==> src/rtl/mul_node_driver.sv <==
// mul_node_driver: folds a product node's child stream through a fixed-latency FP32 multiplier.
module mul_node_driver #(
    parameter int MUL_LAT = 3,
    parameter int CW      = 8
) (
    input  logic          clk,
    input  logic          rst,
    input  logic [31:0]   child_data,
    input  logic          child_valid,
    input  logic          child_last,
    output logic          child_ready,
    output logic [63:0]   mul_operands,
    output logic          mul_stb,
    input  logic [31:0]   mul_z,
    output logic [31:0]   out_data,
    output logic [CW-1:0] out_count,
    output logic          out_valid,
    input  logic          out_ready
);
    localparam int WW = $clog2(MUL_LAT + 1);
    typedef enum logic [2:0] {IDLE, NEXT, ISSUE, WAIT, OUT} state_t;
    state_t        r_state;
    logic [31:0]   r_acc;
    logic          r_last;
    logic [CW-1:0] r_count;
    logic [WW-1:0] r_wcnt;
    logic [63:0]   r_ops;
    always_ff @(posedge clk) begin
        if (rst) begin
            r_state <= IDLE;
            r_acc   <= '0;
            r_last  <= 1'b0;
            r_count <= '0;
            r_wcnt  <= '0;
            r_ops   <= '0;
        end else begin
            case (r_state)
                IDLE: if (child_valid) begin
                    r_acc   <= child_data;
                    r_count <= CW'(1);
                    r_state <= child_last ? OUT : NEXT;
                end
                // operands are latched here so they are already registered during ISSUE
                NEXT: if (child_valid) begin
                    r_ops   <= {r_acc, child_data};
                    r_last  <= child_last;
                    if (r_count != '1) r_count <= r_count + 1'b1;
                    r_state <= ISSUE;
                end
                ISSUE: begin
                    r_wcnt  <= WW'(MUL_LAT);
                    r_state <= WAIT;
                end
                WAIT: begin
                    r_wcnt <= r_wcnt - 1'b1;
                    if (r_wcnt == WW'(1)) begin
                        r_acc   <= mul_z;
                        r_state <= r_last ? OUT : NEXT;
                    end
                end
                OUT: if (out_ready) r_state <= IDLE;
                default: r_state <= IDLE;
            endcase
        end
    end
    assign child_ready  = (r_state == IDLE) || (r_state == NEXT);
    assign mul_stb      = (r_state == ISSUE);
    assign out_valid    = (r_state == OUT);
    assign mul_operands = r_ops;
    assign out_data     = r_acc;
    assign out_count    = r_count;
endmodule
==> config.mk <==
export PLATFORM = sky130hd
export DESIGN_NAME = mul_node_driver
export DESIGN_NICKNAME = d
export VERILOG_FILES = /design/src/rtl/mul_node_driver.sv
export SDC_FILE = /design/constraint.sdc
export NUM_CORES = 1
export LEC_CHECK = 0
export ABC_AREA = 1
export BUFFER_PORTS_ARGS = -buffer_cell sky130_fd_sc_hd__buf_2
export CORE_MARGIN = 1.5
export CORE_UTILIZATION = 40
export CTS_BUF_LIST = sky130_fd_sc_hd__clkbuf_8
export CTS_CLUSTER_SIZE = 14
export DETAILED_ROUTE_END_ITERATION = 12
export GPL_TIMING_DRIVEN = 0
export HOLD_SLACK_MARGIN = 0.05
export PLACE_DENSITY = 0.7
export SLEW_MARGIN = 20
export SYNTH_ARGS = -nofsm -noshare
export SYNTH_HDL_FRONTEND = slang
export SYNTH_SLANG_ARGS = --single-unit
==> constraint.sdc <==
create_clock -name clk -period 2.1 [get_ports clk]
set_clock_uncertainty 0.1 [all_clocks]
set_input_delay 0.105 -clock clk [delete_from_list [all_inputs] [get_ports clk]]
set_output_delay 0.105 -clock clk [all_outputs]
set_load 0.005 [all_outputs]
==> impl_metrics.env <==
export IMPL_status="finished, final reports clean"
export IMPL_post_cts_setup_buffers=0
export IMPL_wl_per_cell_um=14.6
export IMPL_drive_gt1_share_pct=24.9
export IMPL_synth_nets=733
export IMPL_clk_latency_ps=390
export IMPL_setup_viol=0
export IMPL_worstPathMaxFanout=7
export IMPL_yosys_cell_types_count=22
export IMPL_yosys_area_top_type="dfxtp_1"
export IMPL_critPathArrivalTime_ps=2080
export IMPL_syn_to_final_growth_pct=42.8
export IMPL_maxSlewHeadroom_pct=62.1
export IMPL_synthesis_area_um2=4620
export IMPL_finalHoldViolations=0
export IMPL_maxCapViolations=0
export IMPL_antenna_found_initial=0
export IMPL_p_leak_uw=0.00310
export IMPL_cts_sinks=110
export IMPL_required_ps=2310
export IMPL_clock_path_buffers=2
export IMPL_synthTopCellsByArea="dfxtp_1 48%, nand2_1 22%, a21oi_1 12%, nor2_1 3.7%, o21ai_1 3.5%"
export IMPL_viasPerCell=4.91
export IMPL_die_area_um2=12200
export IMPL_syn_avg_cell_area_um2=6.98
export IMPL_synth_seq_cells=110
export IMPL_peakVddDrop_uv=387
export IMPL_endpoint_kind="flip-flop"
export IMPL_io_pins=176
export IMPL_diodes=0
export IMPL_cts_resized_gates=0
export IMPL_dp_hpwl_um=10700
export IMPL_startpoint_type="flip-flop"
export IMPL_slew_violations=0
export IMPL_grt_usage_pct=25.4
export IMPL_rsz0062_at_grt="no"
export IMPL_clkTransAtPathRegs_ps=90
export IMPL_finalWirelength_um=15500
export IMPL_worst_pin_slew_ps=568
export IMPL_antenna_left=0
export IMPL_cts_tree="done"
export IMPL_post_route_period_util_pct=89.1
export IMPL_core_um2=11300
export IMPL_first_pass_iters=6
export IMPL_totalPowerFinal_uw=4840
export IMPL_placementRows=39
export IMPL_worstSetupPathType="flip-flop to flip-flop"
export IMPL_yosys_area_top_type_share_pct=47.7
export IMPL_powerDensity_nw_per_um2=734
export IMPL_drt_iter0_markers=351
export IMPL_ctsHoldBuffers=66
export IMPL_yosysSeqAreaShare_pct=47.7
export IMPL_cts_buffers=9
export IMPL_ys_warn_count=0
export IMPL_drc=0
export IMPL_min_period_ps=1870
export IMPL_gp_congestion=0.877
export IMPL_syn_inst=662
export IMPL_h_tree_depth=3
export IMPL_fin_setup_tns_ps=0
export IMPL_die_h_um=110
export IMPL_grt_pass1_vias=4860
export IMPL_die_w_um=110
export IMPL_nNetsFinal=984
export IMPL_cts_root_buf="clkbuf_8"
export IMPL_via_count=5209
export IMPL_grt_pass1_wl_um=25000
export IMPL_start_util_pct=40.8
export IMPL_max_freq_ghz=0.535
export IMPL_portBuffers=174
export IMPL_overflow=0
export IMPL_grt_max_degree=18
export IMPL_hold_path_class="input pin to flip-flop"
==> final cells by class <==
type	count	area, um^2
buffer	44	241
timing repair buffer	240	1530
clock buffer	12	165
clock inverter	4	98.8
tap	143	179
sequential	110	2200
inverter	22	82.6
fill	1069	4730
multi-input combinational	486	2090
==> state kept, by name, summed over array words and instances (netlist names) <==
name and count:
out_count 8, r_wcnt 2, mul_operands 64, r_last 1, r_state 3, out_data 32
==> logic make-up (layout without fill, tap and decap cells) <==
family	after synthesis	count (layout)	share of synthesized area [%]
flops	110	110	47.7
fa+ha+maj	2	2	0.542
simple gates	337	337	28.8
compound gates	147	147	16.0
buf+inv	66	322	7.02
==> worst paths after layout <==
| kind | from | depth (start not counted) | end | slack (ps) |
|---|---|---|---|---|
| max reg2reg | out_count[0] | 7 | out_count[0] | 230 |
| min reg2reg | mul_operands[59] | 2 | mul_operands[59] | 370 |
| max | out_count[0] | 7 | out_count[0] | 230 |
| min | child_valid | 5 | out_count[4] | 80 |
==> cell usage after synthesis, drive strengths merged <==
| master | instances |
|---|---|
| nand2 | 270 |
| dfxtp | 110 |
| a21oi | 108 |
| nor2 | 47 |
| o21ai | 38 |
| buf | 31 |
| inv | 22 |
| clkbuf | 13 |
| nand3 | 13 |
| nand4 | 5 |
| ha | 2 |
| nand3b | 1 |
| nor3 | 1 |
| o211ai | 1 |
==> layer usage <==
layer / vias to the layer above / part of all wire, % / wire, um / global-route usage, %
met5: - / 0 / 0 / 0
met4: 0 / 3.1 / 480 / 11.4
met3: 38 / 6.3 / 972 / 4.56
met2: 222 / 44 / 6860 / 39.2
met1: 2329 / 46 / 7150 / 34.6
li1: 2620 / - / - / -
==> per-stage QoR <==
step                hold slack (ps)  util, %  instances  setup WS [ps]  area [um^2]
finish                         76.0     58.2       1061            230         6590
global route                   97.7     58.2       1061           24.0         6590
CTS                            52.2     58.2       1061            267         6590
detailed placement              273     50.1        979            289         5670
global placement                270     50.1        979            269         5670
floorplan                       148        -        662            544         4620
==> report_power, final <==
| group | leakage [uW] | internal, uW | total [uW] | switching, uW |
|---|---|---|---|---|
| combinational | 0.00207 | 388 | 868 | 480 |
| clock | 0.000133 | 895 | 1640 | 746 |
| sequential | 0.000896 | 2220 | 2330 | 106 |
==> worst max-delay path: stages (launching register included) <==
cell and delay [ps]:
dfxtp_1 430, ha_1 260, nand3_1 110, nor2_1 270, nand2_1 170, nand2_1 240
nand2_1 80, a21oi_1 140
==> cells in the final DEF (no fill, tap or decap), types with 4 or more instances in the layout <==
cell type,count
o21ai_1,32
buf_4,5
buf_2,196
nand3_1,12
a21oi_1,108
clkbuf_8,12
dfxtp_1,110
inv_1,19
nand2_1,268
o21ai_0,6
clkbuf_1,13
dlygate4sd3_1,66
buf_6,4
nand4_1,5
nor2_1,45
No activity file was read; power rests on OpenSTA's default activity.
